[src/rtl/raster_tagger.sv]
// Tags a sof/eol-framed ready/valid pixel stream with col/row, checks line and frame geometry,
// and optionally blanks s_ready_o after each line. Macro RASTER_TAGGER_STATS_EN adds frame/error counters.
module raster_tagger #(
    parameter int DATA_WIDTH   = 16,
    parameter int IMAGE_WIDTH  = 64,
    parameter int IMAGE_HEIGHT = 64,
    parameter int LINE_GAP     = 0
) (
    input  logic                  clk_i,
    input  logic                  rst_i,
    input  logic [DATA_WIDTH-1:0] s_data_i,
    input  logic                  s_sof_i,
    input  logic                  s_eol_i,
    input  logic                  s_valid_i,
    output logic                  s_ready_o,
    output logic [DATA_WIDTH-1:0] data_o,
    output logic [15:0]           col_o,
    output logic [15:0]           row_o,
    output logic                  valid_o,
    output logic                  frame_done_o,
    output logic                  line_err_o,
    output logic                  sof_err_o,
    output logic [15:0]           frame_count_o,
    output logic [15:0]           err_count_o
);

    typedef enum logic [1:0] {ST_IDLE, ST_ACTIVE, ST_GAP, ST_RESYNC} state_t;

    localparam logic [15:0] COL_LAST = 16'(IMAGE_WIDTH - 1);
    localparam logic [15:0] ROW_LAST = 16'(IMAGE_HEIGHT - 1);
    localparam logic [7:0]  GAP_LOAD = 8'((LINE_GAP > 0) ? LINE_GAP - 1 : 0);
    localparam bit          HAS_GAP  = (LINE_GAP > 0);

    state_t                state_q, state_d;
    logic [15:0]           col_q, col_d;
    logic [15:0]           row_q, row_d;
    logic [7:0]            gap_q, gap_d;
    logic                  gap_eof_q, gap_eof_d;
    logic [DATA_WIDTH-1:0] data_q, data_d;
    logic [15:0]           out_col_q, out_col_d;
    logic [15:0]           out_row_q, out_row_d;
    logic                  valid_q, valid_d;
    logic                  fd_q, fd_d;
    logic                  le_q, le_d;
    logic                  se_q, se_d;

    logic                  accept;
    logic                  emit;
    logic [15:0]           eff_col;
    logic [15:0]           eff_row;

    // Ready is held low through reset as well as during line blanking.
    assign s_ready_o = !rst_i && (state_q != ST_GAP);
    assign accept    = s_valid_i && s_ready_o;

    always_comb begin
        state_d   = state_q;
        col_d     = col_q;
        row_d     = row_q;
        gap_d     = gap_q;
        gap_eof_d = gap_eof_q;
        data_d    = data_q;
        out_col_d = out_col_q;
        out_row_d = out_row_q;
        valid_d   = 1'b0;
        fd_d      = 1'b0;
        le_d      = 1'b0;
        se_d      = 1'b0;
        emit      = 1'b0;
        eff_col   = col_q;
        eff_row   = row_q;

        // A sof beat always restarts at (0,0); its eol is then judged at col 0.
        if (accept) begin
            if (s_sof_i) begin
                emit    = 1'b1;
                eff_col = 16'd0;
                eff_row = 16'd0;
                se_d    = (state_q == ST_ACTIVE);
            end else if (state_q == ST_ACTIVE) begin
                emit = 1'b1;
            end
        end

        if (emit) begin
            valid_d   = 1'b1;
            data_d    = s_data_i;
            out_col_d = eff_col;
            out_row_d = eff_row;
            if (s_eol_i != (eff_col == COL_LAST)) begin
                le_d    = 1'b1;
                col_d   = 16'd0;
                row_d   = 16'd0;
                state_d = ST_RESYNC;
            end else if (!s_eol_i) begin
                col_d   = eff_col + 16'd1;
                row_d   = eff_row;
                state_d = ST_ACTIVE;
            end else begin
                col_d = 16'd0;
                gap_d = GAP_LOAD;
                if (eff_row == ROW_LAST) begin
                    fd_d      = 1'b1;
                    row_d     = 16'd0;
                    gap_eof_d = 1'b1;
                    state_d   = HAS_GAP ? ST_GAP : ST_IDLE;
                end else begin
                    row_d     = eff_row + 16'd1;
                    gap_eof_d = 1'b0;
                    state_d   = HAS_GAP ? ST_GAP : ST_ACTIVE;
                end
            end
        end else if (state_q == ST_GAP) begin
            if (gap_q == 8'd0) begin
                state_d = gap_eof_q ? ST_IDLE : ST_ACTIVE;
            end else begin
                gap_d = gap_q - 8'd1;
            end
        end
    end

    always_ff @(posedge clk_i) begin
        if (rst_i) begin
            state_q   <= ST_IDLE;
            col_q     <= '0;
            row_q     <= '0;
            gap_q     <= '0;
            gap_eof_q <= 1'b0;
            data_q    <= '0;
            out_col_q <= '0;
            out_row_q <= '0;
            valid_q   <= 1'b0;
            fd_q      <= 1'b0;
            le_q      <= 1'b0;
            se_q      <= 1'b0;
        end else begin
            state_q   <= state_d;
            col_q     <= col_d;
            row_q     <= row_d;
            gap_q     <= gap_d;
            gap_eof_q <= gap_eof_d;
            data_q    <= data_d;
            out_col_q <= out_col_d;
            out_row_q <= out_row_d;
            valid_q   <= valid_d;
            fd_q      <= fd_d;
            le_q      <= le_d;
            se_q      <= se_d;
        end
    end

    assign data_o       = data_q;
    assign col_o        = out_col_q;
    assign row_o        = out_row_q;
    assign valid_o      = valid_q;
    assign frame_done_o = fd_q;
    assign line_err_o   = le_q;
    assign sof_err_o    = se_q;

`ifdef RASTER_TAGGER_STATS_EN
    logic [15:0] frame_count_q;
    logic [15:0] err_count_q;

    // Counters follow the registered pulses, so they update one cycle after them.
    always_ff @(posedge clk_i) begin
        if (rst_i) begin
            frame_count_q <= '0;
            err_count_q   <= '0;
        end else begin
            if (fd_q) begin
                frame_count_q <= frame_count_q + 16'd1;
            end
            if ((le_q || se_q) && (err_count_q != 16'hFFFF)) begin
                err_count_q <= err_count_q + 16'd1;
            end
        end
    end

    assign frame_count_o = frame_count_q;
    assign err_count_o   = err_count_q;
`else
    assign frame_count_o = 16'd0;
    assign err_count_o   = 16'd0;
`endif

endmodule
[config.mk]
export PLATFORM = sky130hd
export DESIGN_NAME = raster_tagger
export DESIGN_NICKNAME = d
export VERILOG_FILES = /design/src/rtl/raster_tagger.sv
export SDC_FILE = /design/constraint.sdc
export NUM_CORES = 1
export LEC_CHECK = 0
export ABC_AREA = 1
export BUFFER_PORTS_ARGS = -buffer_cell sky130_fd_sc_hd__buf_2
export CAP_MARGIN = 20
export CORE_ASPECT_RATIO = 2
export CORE_UTILIZATION = 56
export CTS_BUF_LIST = sky130_fd_sc_hd__clkbuf_8
export DETAILED_ROUTE_END_ITERATION = 7
export PLACE_DENSITY_LB_ADDON = 0.2
export SETUP_SLACK_MARGIN = 0.3
export SKIP_CTS_REPAIR_TIMING = 1
export SLEW_MARGIN = 10
export SYNTH_ARGS = -nofsm -noshare
export SYNTH_HDL_FRONTEND = slang
export SYNTH_SLANG_ARGS = --single-unit
[constraint.sdc]
create_clock -name clk_i -period 2.99 [get_ports clk_i]
set_input_delay 0.1495 -clock clk_i [delete_from_list [all_inputs] [get_ports clk_i]]
set_output_delay 0.1495 -clock clk_i [all_outputs]
set_load 0.05 [all_outputs]
==> flow_metrics.tcl <==
set metrics [dict create \
    status "completed" \
    dp_hpwl_um 8780 \
    fillers 735 \
    min_path_cells 3 \
    path_clk_slew_ns 0.09 \
    max_stage_delay_ns 0.37 \
    vias 4805 \
    overflow 0 \
    clock-root-buffer "clkbuf_8" \
    use_met3_pct 4.91 \
    grt_max_degree 70 \
    powerDensity_nw_per_um2 471 \
    area_growth_pct 17.3 \
    drtIter0Drc 399 \
    routed_via_density 5.40 \
    pin_count 106 \
    peakVddDrop_mv 0.616 \
    worstPathCellList "inv_4, nand2_4, nand4_4, inv_4, nor2_4, ha_4, nand3_4, nor2_4, nand2_2, nor4_2, ha_1, inv_2, nand2_4, nor2_4, inv_4, o21ai_1, nand2_1, a21oi_1" \
    slowest_stage "dfxtp_4" \
    seq_area_um2 1910 \
    fin_setup_tns_ns 0 \
    grt_pass1_vias 4419 \
    slew_headroom_pct 49.5 \
    hold_violations 0 \
    synthMostInstantiatedCell "nand2_1" \
    grt_use_met2_pct 50.3 \
    initial_utilization_pct 57.7 \
    synthCells 701 \
    htreeDepth 3 \
    crit_buf_inv 4 \
    rsz0062_at_grt "true" \
    fin_crit_ns 2.73 \
    ys.flop_type "dfxtp_1" \
    totalWireLength_um 12700 \
    power_leakage_nw 2.56 \
    reg2regPathDepth 18 \
    antenna_found_initial 0 \
    final_net_count 812 \
    start_kind "register" \
    ys_ff_latch 95 \
    firstDrtPassIters 6 \
    maxSlewViolCount 0 \
    ys_top_cells_by_count "189 x nand2_1, 95 x dfxtp_1, 79 x nor2_1" \
    drive_above_1_share_pct 22.4 \
    min_path_type "in -> reg" \
    grt_pass1_wl_um 19400 \
    gp_congestion 0.905 \
    ys_seq_area_share_pct 39.8 \
    diodes 0 \
    power.total_mw 2.64 \
    synth_area_um2 4780 \
    dieArea_um2 8940 \
    synth_area_leaders "dfxtp_1 40%, nand2_1 15%, a21oi_1 7.5%, nor2_1 6.2%, buf_4 5.7%" \
    critPathMaxFanout 6 \
    skew_ns 0.00777 \
    setup_ws_ns 0.261 \
    row_count 47 \
    cp.depth 18 \
    setup_viol 0 \
    grt_use_met1_pct 28.3 \
    fp.dieW_um 67.4 \
    cts-buffers-inserted 9 \
    synth_edf_count 0 \
    io_buffers 73 \
    fin_crit_sh_pct 91.3 \
    netlist.area_leader.share_pct 39.8 \
    worstSkewPairLatency_ns 0.37 \
    max_cap_violations 0 \
    multiInputGateArea_um2 2480 \
    coreArea_um2 8290 \
    clock_sinks 95 \
    clockBufferDepth 2 \
    wire_per_inst_um 14.3 \
    path_class "reg -> reg" \
    die_h_um 133 \
    grt.total_usage_pct 28.4 \
    async_flop_share_pct 0 \
    cts_tree "yes" \
    crit_required_ns 3.29 \
    worst_ep_arrival_time_ns 3.02 \
    synthDistinctLibCells 38 \
    drc 0 \
    cpLargestDelayFamily "simple AND/OR/NAND/NOR gates" \
    avgSynthCellArea_um2 6.82 \
    ant_nets 0 \
    place_ws_ns 0.107 \
    yosys_warnings 0 \
    worstMarginPinSlew_ns 0.757 \
    yosysTopAreaCell "dfxtp_1" \
    grt.busiest_layer "met2" \
    cp-end-kind "register" \
    max_freq_mhz 366 \
]
-- final timing paths --
kind | startpoint | end | slack (ns)
max reg2reg | state_q[0] | col_q[6] | 0.26
min | s_data_i[4] | data_o[4] | 0.001
max | state_q[0] | col_q[6] | 0.26
min reg2reg | col_o[7] | col_o[7] | 0.46
-- sequential cells by signal, indices dropped and copies added, names as in the netlist --
signal,flops
row_o,16
col_q,16
frame_done_o,1
sof_err_o,1
data_o,16
col_o,16
gap_q,8
line_err_o,1
gap_eof_q,1
row_q,16
valid_o,1
state_q,2
-- worst reg2reg max path, cell delays in order (launching register included) --
cell	delay, ns
dfxtp_4	0.37
inv_4	0.06
nand2_4	0.06
nand4_4	0.15
inv_4	0.06
nor2_4	0.16
ha_4	0.17
nand3_4	0.07
nor2_4	0.12
nand2_2	0.07
nor4_2	0.28
ha_1	0.27
inv_2	0.10
nand2_4	0.07
nor2_4	0.18
inv_4	0.08
o21ai_1	0.16
nand2_1	0.07
a21oi_1	0.14
-- cell usage in the layout, fill, tap and decap left out, drive strengths merged, types with 6 or more instances in the layout --
| cell | n |
|---|---|
| nor3 | 6 |
| nand2 | 191 |
| xor2 | 6 |
| nand4 | 7 |
| dfxtp | 95 |
| nor2 | 86 |
| a21oi | 72 |
| clkbuf | 12 |
| nand3 | 48 |
| conb | 32 |
| buf | 104 |
| inv | 68 |
| o21ai | 40 |
-- layer usage --
| layer | wire length [um] | vias up |
|---|---|---|
| li1 | - | 2331 |
| met1 | 4560 | 2200 |
| met2 | 6770 | 196 |
| met3 | 523 | 78 |
| met4 | 830 | 0 |
| met5 | 0 | - |
-- layout make-up --
type,instances,share of cell area (%)
Inverter,67,4.75
Multi-Input combinational cell,508,44.3
Tap cell,98,2.18
Clock buffer,12,2.94
Timing Repair inverter,1,0.111
Timing Repair Buffer,104,11.0
Sequential cell,95,34.0
Clock inverter,4,0.780
-- kinds of logic after synthesis --
kind of cell,after synthesis,synth area share [%]
adders and majority gates,5,1.31
xor gates and xnor gates,10,1.83
and+or+nand+nor,343,30.8
DFF,95,39.8
buffers and inverters,129,13.5
AOI/OAI and AO/OA,118,12.8
other,1,0.0784
-- power breakdown --
group          leakage [nW]  total, mW  internal, mW  switching (mW)
clock network         0.114      0.887         0.450           0.437
logic                  1.67      0.440         0.110           0.330
registers             0.769       1.31          1.29          0.0208
-- per-stage QoR --
| stage | hold WS, ns | util, % | cell area [um2] | cells |
|---|---|---|---|---|
| finish | 0.00103 | 67.7 | 5610 | 889 |
| global route | 0.000682 | 67.7 | 5610 | 889 |
| CTS | -0.00192 | 64.2 | 5320 | 872 |
| detailed placement | 0.380 | 61.6 | 5110 | 856 |
| global placement | 0.372 | 61.6 | 5110 | 856 |
| floorplan | 0.284 | - | 4900 | 732 |
No activity file was read; power rests on OpenSTA's default activity.
